File: config.mk
export PLATFORM = sky130hd
export DESIGN_NAME = seq_monitor_flat
export DESIGN_NICKNAME = d
export VERILOG_FILES = /design/src/rtl/seq_monitor_if.sv /design/src/rtl/seq_monitor.sv /design/src/flat_wrapper.sv
export SDC_FILE = /design/constraint.sdc
export NUM_CORES = 1
export LEC_CHECK = 0
export BUFFER_PORTS_ARGS = -buffer_cell sky130_fd_sc_hd__buf_2
export CELL_PAD_IN_SITES_DETAIL_PLACEMENT = 1
export CELL_PAD_IN_SITES_GLOBAL_PLACEMENT = 1
export CORE_UTILIZATION = 31
export DETAILED_ROUTE_END_ITERATION = 10
export GPL_TIMING_DRIVEN = 0
export HOLD_SLACK_MARGIN = 0.05
export PLACE_DENSITY_LB_ADDON = 0.1
export SLEW_MARGIN = 30
export SYNTH_ARGS = -nofsm -noshare
export SYNTH_HDL_FRONTEND = slang
export SYNTH_SLANG_ARGS = --single-unit
File: constraint.sdc
create_clock -name CLK -period 1.6 [get_ports CLK]
set_input_delay 0.08 -clock CLK [delete_from_list [all_inputs] [get_ports CLK]]
set_output_delay 0.08 -clock CLK [all_outputs]
set_load 0.1 [all_outputs]
File: src/rtl/seq_monitor_if.sv
// Strobe/result bundle between the sequence stimulus stage (master) and seq_monitor (slave).
// CNT_W must match the CNT_W of the seq_monitor instance it connects to.
interface seq_monitor_if #(
    parameter int CNT_W = 16
);
    logic             A;
    logic             B;
    logic             C;
    logic             J;
    logic             K;
    logic             X;
    logic             MATCH;
    logic             PASS;
    logic             FAIL;
    logic             BUSY;
    logic [CNT_W-1:0] PASS_CNT;
    logic [CNT_W-1:0] FAIL_CNT;

    modport master (
        output A, B, C, J, K, X,
        input  MATCH, PASS, FAIL, BUSY, PASS_CNT, FAIL_CNT
    );

    modport slave (
        input  A, B, C, J, K, X,
        output MATCH, PASS, FAIL, BUSY, PASS_CNT, FAIL_CNT
    );
endinterface

File: src/rtl/seq_monitor.sv
// Hardware checker for C ##1 B[*1:B_MAX] ##1 A |=> J[*J_LEN] ##1 K with X as abort.
// Define SEQ_MONITOR_COUNT_EN to build the saturating PASS_CNT/FAIL_CNT counters.
module seq_monitor #(
    parameter int B_MAX = 3,
    parameter int J_LEN = 4,
    parameter int CNT_W = 16
) (
    input logic          CLK,
    input logic          RST,
    seq_monitor_if.slave bus
);

    // B needs one fewer sample than C: the oldest window position must be C, never B.
    logic [B_MAX:1]   bHist;
    logic [B_MAX+1:1] cHist;
    logic [J_LEN+1:1] ob;
    logic [J_LEN+1:1] obNext;
    logic [J_LEN+1:1] failVec;
    logic             bRun;
    logic             match;
    logic             passNow;

    always_comb begin
        match = 1'b0;
        bRun  = 1'b1;
        for (int k = 1; k <= B_MAX; k++) begin
            bRun = bRun & bHist[k];
            if (bRun && cHist[k+1]) begin
                match = 1'b1;
            end
        end
        match = match & bus.A & ~bus.X;
    end

    always_comb begin
        failVec = '0;
        for (int i = 1; i <= J_LEN; i++) begin
            failVec[i] = ob[i] & ~bus.J;
        end
        failVec[J_LEN+1] = ob[J_LEN+1] & ~bus.K;
        if (bus.X) begin
            failVec = '0;
        end
    end

    always_comb begin
        passNow = ob[J_LEN+1] & bus.K & ~bus.X;
        obNext  = '0;
        if (!bus.X) begin
            obNext = {ob[J_LEN:1] & {J_LEN{bus.J}}, match};
        end
    end

    always_ff @(posedge CLK) begin
        if (RST) begin
            bHist     <= '0;
            cHist     <= '0;
            ob        <= '0;
            bus.MATCH <= 1'b0;
            bus.PASS  <= 1'b0;
            bus.FAIL  <= 1'b0;
            bus.BUSY  <= 1'b0;
        end else begin
            if (bus.X) begin
                bHist <= '0;
                cHist <= '0;
            end else begin
                bHist <= (bHist << 1) | B_MAX'(bus.B);
                cHist <= (cHist << 1) | (B_MAX + 1)'(bus.C);
            end
            ob        <= obNext;
            bus.MATCH <= match;
            bus.PASS  <= passNow;
            bus.FAIL  <= |failVec;
            bus.BUSY  <= |obNext;
        end
    end

`ifdef SEQ_MONITOR_COUNT_EN
    localparam int PC_W  = $clog2(J_LEN + 2);
    localparam int SUM_W = CNT_W + PC_W;

    logic [PC_W-1:0]  failCount;
    logic [SUM_W-1:0] failSum;
    logic [CNT_W-1:0] failCntNext;

    // Several attempts at different positions can fail together, so FAIL_CNT adds a popcount.
    always_comb begin
        failCount = '0;
        for (int i = 1; i <= J_LEN + 1; i++) begin
            failCount = failCount + PC_W'(failVec[i]);
        end
        failSum     = SUM_W'(bus.FAIL_CNT) + SUM_W'(failCount);
        failCntNext = failSum[CNT_W-1:0];
        if (failSum > SUM_W'({CNT_W{1'b1}})) begin
            failCntNext = '1;
        end
    end

    always_ff @(posedge CLK) begin
        if (RST) begin
            bus.PASS_CNT <= '0;
            bus.FAIL_CNT <= '0;
        end else begin
            if (passNow && (bus.PASS_CNT != '1)) begin
                bus.PASS_CNT <= bus.PASS_CNT + 1'b1;
            end
            bus.FAIL_CNT <= failCntNext;
        end
    end
`else
    assign bus.PASS_CNT = '0;
    assign bus.FAIL_CNT = '0;
`endif

endmodule

File: src/flat_wrapper.sv
// flat-port wrapper written by rule: the top's interface ports become plain ports
module seq_monitor_flat 
#(
    parameter int B_MAX = 3,
    parameter int J_LEN = 4,
    parameter int CNT_W = 16
)
  (CLK, RST, bus_A, bus_B, bus_C, bus_J, bus_K, bus_X, bus_MATCH, bus_PASS, bus_FAIL, bus_BUSY, bus_PASS_CNT, bus_FAIL_CNT);
  seq_monitor_if #(.CNT_W(CNT_W)) bus_i ();
  input logic CLK;
  input logic RST;
  input wire logic [$bits(bus_i.A)-1:0] bus_A;
  input wire logic [$bits(bus_i.B)-1:0] bus_B;
  input wire logic [$bits(bus_i.C)-1:0] bus_C;
  input wire logic [$bits(bus_i.J)-1:0] bus_J;
  input wire logic [$bits(bus_i.K)-1:0] bus_K;
  input wire logic [$bits(bus_i.X)-1:0] bus_X;
  output wire logic [$bits(bus_i.MATCH)-1:0] bus_MATCH;
  output wire logic [$bits(bus_i.PASS)-1:0] bus_PASS;
  output wire logic [$bits(bus_i.FAIL)-1:0] bus_FAIL;
  output wire logic [$bits(bus_i.BUSY)-1:0] bus_BUSY;
  output wire logic [$bits(bus_i.PASS_CNT)-1:0] bus_PASS_CNT;
  output wire logic [$bits(bus_i.FAIL_CNT)-1:0] bus_FAIL_CNT;
  assign bus_i.A = bus_A;
  assign bus_i.B = bus_B;
  assign bus_i.C = bus_C;
  assign bus_i.J = bus_J;
  assign bus_i.K = bus_K;
  assign bus_i.X = bus_X;
  assign bus_MATCH = bus_i.MATCH;
  assign bus_PASS = bus_i.PASS;
  assign bus_FAIL = bus_i.FAIL;
  assign bus_BUSY = bus_i.BUSY;
  assign bus_PASS_CNT = bus_i.PASS_CNT;
  assign bus_FAIL_CNT = bus_i.FAIL_CNT;
  seq_monitor #(.B_MAX(B_MAX), .J_LEN(J_LEN), .CNT_W(CNT_W)) u_core (.CLK(CLK), .RST(RST), .bus(bus_i));
endmodule
# [Yosys cells after proc, flatten, opt, wreduce, memory -nomap -nowiden]
# Cells that the tools add are included.
[totals] ff_bits=16 in_bits=8 out_inout_bits=36 elab_cells=35
[classes] n_mux=5 bitwise=17 n_reduce_logical=6
[ops] op="1-bit AND" n=11
[ops] op="5-bit 2-to-1 mux" n=2
[ops] op="5-bit OR reduction" n=2
[ops] op="4-bit AND" n=1
[ops] op="4-bit by 1-bit OR with 4-bit output" n=1
[ops] op="1-bit logical AND" n=3
[ops] op="1-bit 2-to-1 mux" n=3
[ops] op="1-bit inverter" n=3
[ops] op="3-bit by 1-bit OR with 3-bit output" n=1
[ops] op="2-bit OR reduction" n=1

# [Logic depth before layout (Yosys ltp)]
[depth] depth_word=8 mapped_depth=3 depth_no_buf=3

# [Worst setup path after synthesis]
# No wires, ideal clock.
[synth_timing] kind="register -> register" from="reg, netlist name u_core.bus.MATCH" to="reg u_core.bus.BUSY" setup_time_ns=0.070 arrival_ns=1.372 required_ns=1.530 path_slack_ns=0.158 stages_incl_launch_ff=4 path_buffers=0 period_less_slack_ns=1.442 cell_sequence="dfxtp_1 nor4_2 nand2b_1 a21boi_1"
[synth_lines] element="end signal, assigned" line_no="seq_monitor.sv:75" text="bus.BUSY <= |obNext;"
[synth_lines] element="end, declared" line_no="seq_monitor_if.sv:26" text="output MATCH, PASS, FAIL, BUSY, PASS_CNT, FAIL_CNT"

# [Final worst setup path]
[layout_timing] from="reg u_core.cHist[2] (netlist bit)" to="reg u_core.bus.MATCH"
[layout_via] elab_chain_len=6
[layout_lines] element="start, declared" line_no="seq_monitor.sv:15" text="logic [B_MAX+1:1] cHist;"
[layout_lines] element="start signal, assigned" line_no="seq_monitor.sv:69" text="cHist <= (cHist << 1) | (B_MAX + 1)'(bus.C);"
[layout_lines] element="1-bit logical AND" line_no="seq_monitor.sv:28" text="if (bRun && cHist[k+1]) begin"
[layout_lines] element="1-bit 2-to-1 mux (3 in series)" line_no="seq_monitor.sv:28"
[layout_lines] element="1-bit AND (2 in series)" line_no="seq_monitor.sv:32" text="match = match & bus.A & ~bus.X;"
[layout_lines] element="end signal, assigned" line_no="seq_monitor.sv:72" text="bus.MATCH <= match;"
[layout_lines] element="end, declared" line_no="seq_monitor_if.sv:26"
# Every way passes these cells.
# A chain may end at the register's enable or synchronous reset.

==> impl_metrics.py <==
metrics = {
    "floorplan": {
        "coreArea_um2": 2040,
        "num_rows": 16,
        "die_h_um": 49.4,
        "start_util_pct": 34.1,
        "ios": 44,
        "die_width_um": 49.4,
        "die-area_um2": 2440,
    },
    "layout": {
        "drive_gt1_share_pct": 40.2,
        "multi_input_area_um2": 263,
        "fin_util_pct": 47.9,
        "final_cell_mix": "32 x buf_4, 32 x conb_1, 15 x dfxtp_1",
        "n_fill_cell": 266,
        "diodes": 0,
        "seq_area_um2": 300,
        "fin_area_um2": 977,
        "finalNetCount": 131,
        "area_growth_pct": 40.5,
    },
    "power": {
        "pwr-share-seq_pct": 37.4,
        "intPower_mw": 0.543,
        "p_leak_nw": 0.567,
        "p_sw_share_pct": 46.2,
        "ir_drop_mv": 0.441,
        "finalPower_mw": 1.01,
        "power_density_nw_per_um2": 1030,
        "combPwrFrac_pct": 41.4,
        "p_sw_mw": 0.466,
        "p_clk_share_pct": 21.2,
    },
    "global_routing": {
        "grt_util_all_layers_pct": 11.0,
        "met2_usage_pct": 19.6,
        "grt_start_max_net_pins": 11,
        "gr-total-overflow": 0,
        "antenna_found_initial": 0,
        "top_usage_layer": "met2",
        "met3_usage_pct": 3.74,
        "grt_pass1_wl_um": 1910,
        "use_met1_pct": 9.59,
        "grt_pass1_vias": 477,
    },
    "placement": {
        "dp_hpwl_um": 889,
        "post_dp_cell_area_um2": 901,
        "portBuffers": 11,
        "place_congestion": 0.681,
    },
    "logic_synthesis": {
        "yosysWarnings": 0,
        "synthCells": 71,
        "ys_seq_area_share_pct": 43.2,
        "synth_area_per_cell_um2": 9.80,
        "synth_area_um2": 696,
        "synth_cell_types": 15,
        "ys_ff_latch": 15,
    },
    "cts": {
        "tritoncts": "yes",
        "cts.sinks": 15,
        "clk_pin_slew_ns": 0.08,
        "cts_max_path_buffers": 2,
        "htreeDepth": 1,
        "cts-root-buf": "clkbuf_4",
        "cts_buffers": 3,
        "insertion_delay_ns": 0.28,
    },
    "timing": {
        "setup_viol": 0,
        "fmax_ghz": 0.674,
        "period_share_pct": 92.8,
        "timing.setup.tns_ns": 0,
        "drv_slew": 0,
        "finalHoldViolCount": 0,
        "grt_setup_unrepaired": "false",
        "period_needed_ns": 1.48,
        "hold_ws_ns": 0.0998,
        "skew_ns": 0.00128,
    },
    "critical_path": {
        "cp-end-kind": "flip-flop",
        "crit_arrival_ns": 1.66,
        "rr_endpoint": "u_core.bus.MATCH",
        "path_class": "reg -> reg",
        "startpoint": "u_core.cHist[2]",
        "ff2ff_setup_slack_ns": 0.12,
        "reg2reg_depth": 4,
        "required_ns": 1.78,
        "r2r-start": "u_core.cHist[2]",
        "crit_end": "u_core.bus.MATCH",
        "critPathLaunchType": "flip-flop",
        "crit_fanout": 3,
    },
    "drt": {
        "ant_nets": 0,
        "drc": 0,
        "drtIter0Drc": 2,
        "avgViaCountPerCell": 3.42,
        "wirelength_um": 1190,
        "wl_per_cell_um": 7.95,
        "firstDrtPassIters": 2,
        "vias": 510,
    },
    "job": {
        "max-cap-violations": 0,
    },
    "min_path": {
        "min_path_cells": 2,
        "worstHoldPathType": "in -> reg",
    },
    "run_status": {
        "status": "finished, final reports clean",
    },
}
final cells by class:
class	instances	share of cell area [%]
Tap cell	27	3.46
Multi-Input combinational cell	53	26.9
Inverter	1	0.384
Clock buffer	4	2.69
Buffer	33	25.1
Sequential cell	15	30.7
Timing Repair Buffer	16	10.8
cells by family after synthesis:
kind of cell	after synthesis	share of synthesized area (%)
simple gates	17	16.0
buf+inv	34	35.8
other cells	1	0.539
compound gates	4	4.50
flops	15	43.2
power by group through the flow:
stage	logic, mW	registers, mW	clock network, mW
2_1_floorplan	0.392	0.386	0
3_3_place_gp	0.405	0.386	0
3_5_place_dp	0.405	0.386	0
4_1_cts	0.413	0.377	0.225
5_1_grt	0.428	0.378	0.241
6_report	0.417	0.377	0.214
cell usage after synthesis:
library cell / number / share of area, %
nor4_2: 1 / 1.8
and2_1: 8 / 7.2
and3_1: 5 / 4.5
o2111ai_1: 1 / 1.3
clkbuf_2: 1 / 0.72
dfxtp_1: 15 / 43
inv_1: 1 / 0.54
nor2_2: 1 / 0.90
a21boi_1: 1 / 1.1
o22ai_1: 1 / 0.90
nand2b_1: 1 / 0.90
buf_4: 32 / 35
conb_1: 1 / 0.54
nor3_1: 1 / 0.72
a211o_1: 1 / 1.3
per-stage QoR:
stage	cells	setup slack, ns
2_1_floorplan	102	0.158
3_3_place_gp	140	0.597
3_5_place_dp	140	0.583
4_1_cts	149	0.132
5_1_grt	149	0.0232
6_report	149	0.116
worst min-delay path by stage:
stage	from	to	slack, ns
finish	bus_J	u_core.ob[4]	0.1
global route	bus_J	u_core.ob[2]	0.09
CTS	bus_J	u_core.ob[4]	0.09
detailed placement	RST	u_core.bus.MATCH	0.27
global placement	RST	u_core.bus.MATCH	0.27
floorplan	RST	u_core.bus.MATCH	0.16
state kept, by name, indices dropped and copies added, names as in the netlist:
register          cells
u_core.bHist          3
u_core.bus.BUSY       1
u_core.bus.FAIL       1
u_core.bus.MATCH      1
u_core.bus.PASS       1
u_core.cHist          4
u_core.ob             4
worst max-delay path, stage by stage, from the launching register on:
cell and delay (ns):
dfxtp_1 0.32, a211o_1 0.27, o2111ai_1 0.15, nor3_1 0.08
dlygate4sd3_1 0.56
timing repair:
item | 4_1_cts | 5_1_grt
hold buffers | 5 | 0
gates resized for setup | 0 | 0
endpoints found under the hold margin | 4 | 0
buffers inserted | 0 | 0
per-layer routing:
metal	wire length (µm)	share of wire, %	vias up
met3	116	9.8	4
met5	0	0	-
met1	444	37	212
li1	-	-	266
met4	33	2.8	0
met2	590	50	28
Power figures use the tool's default switching activity.
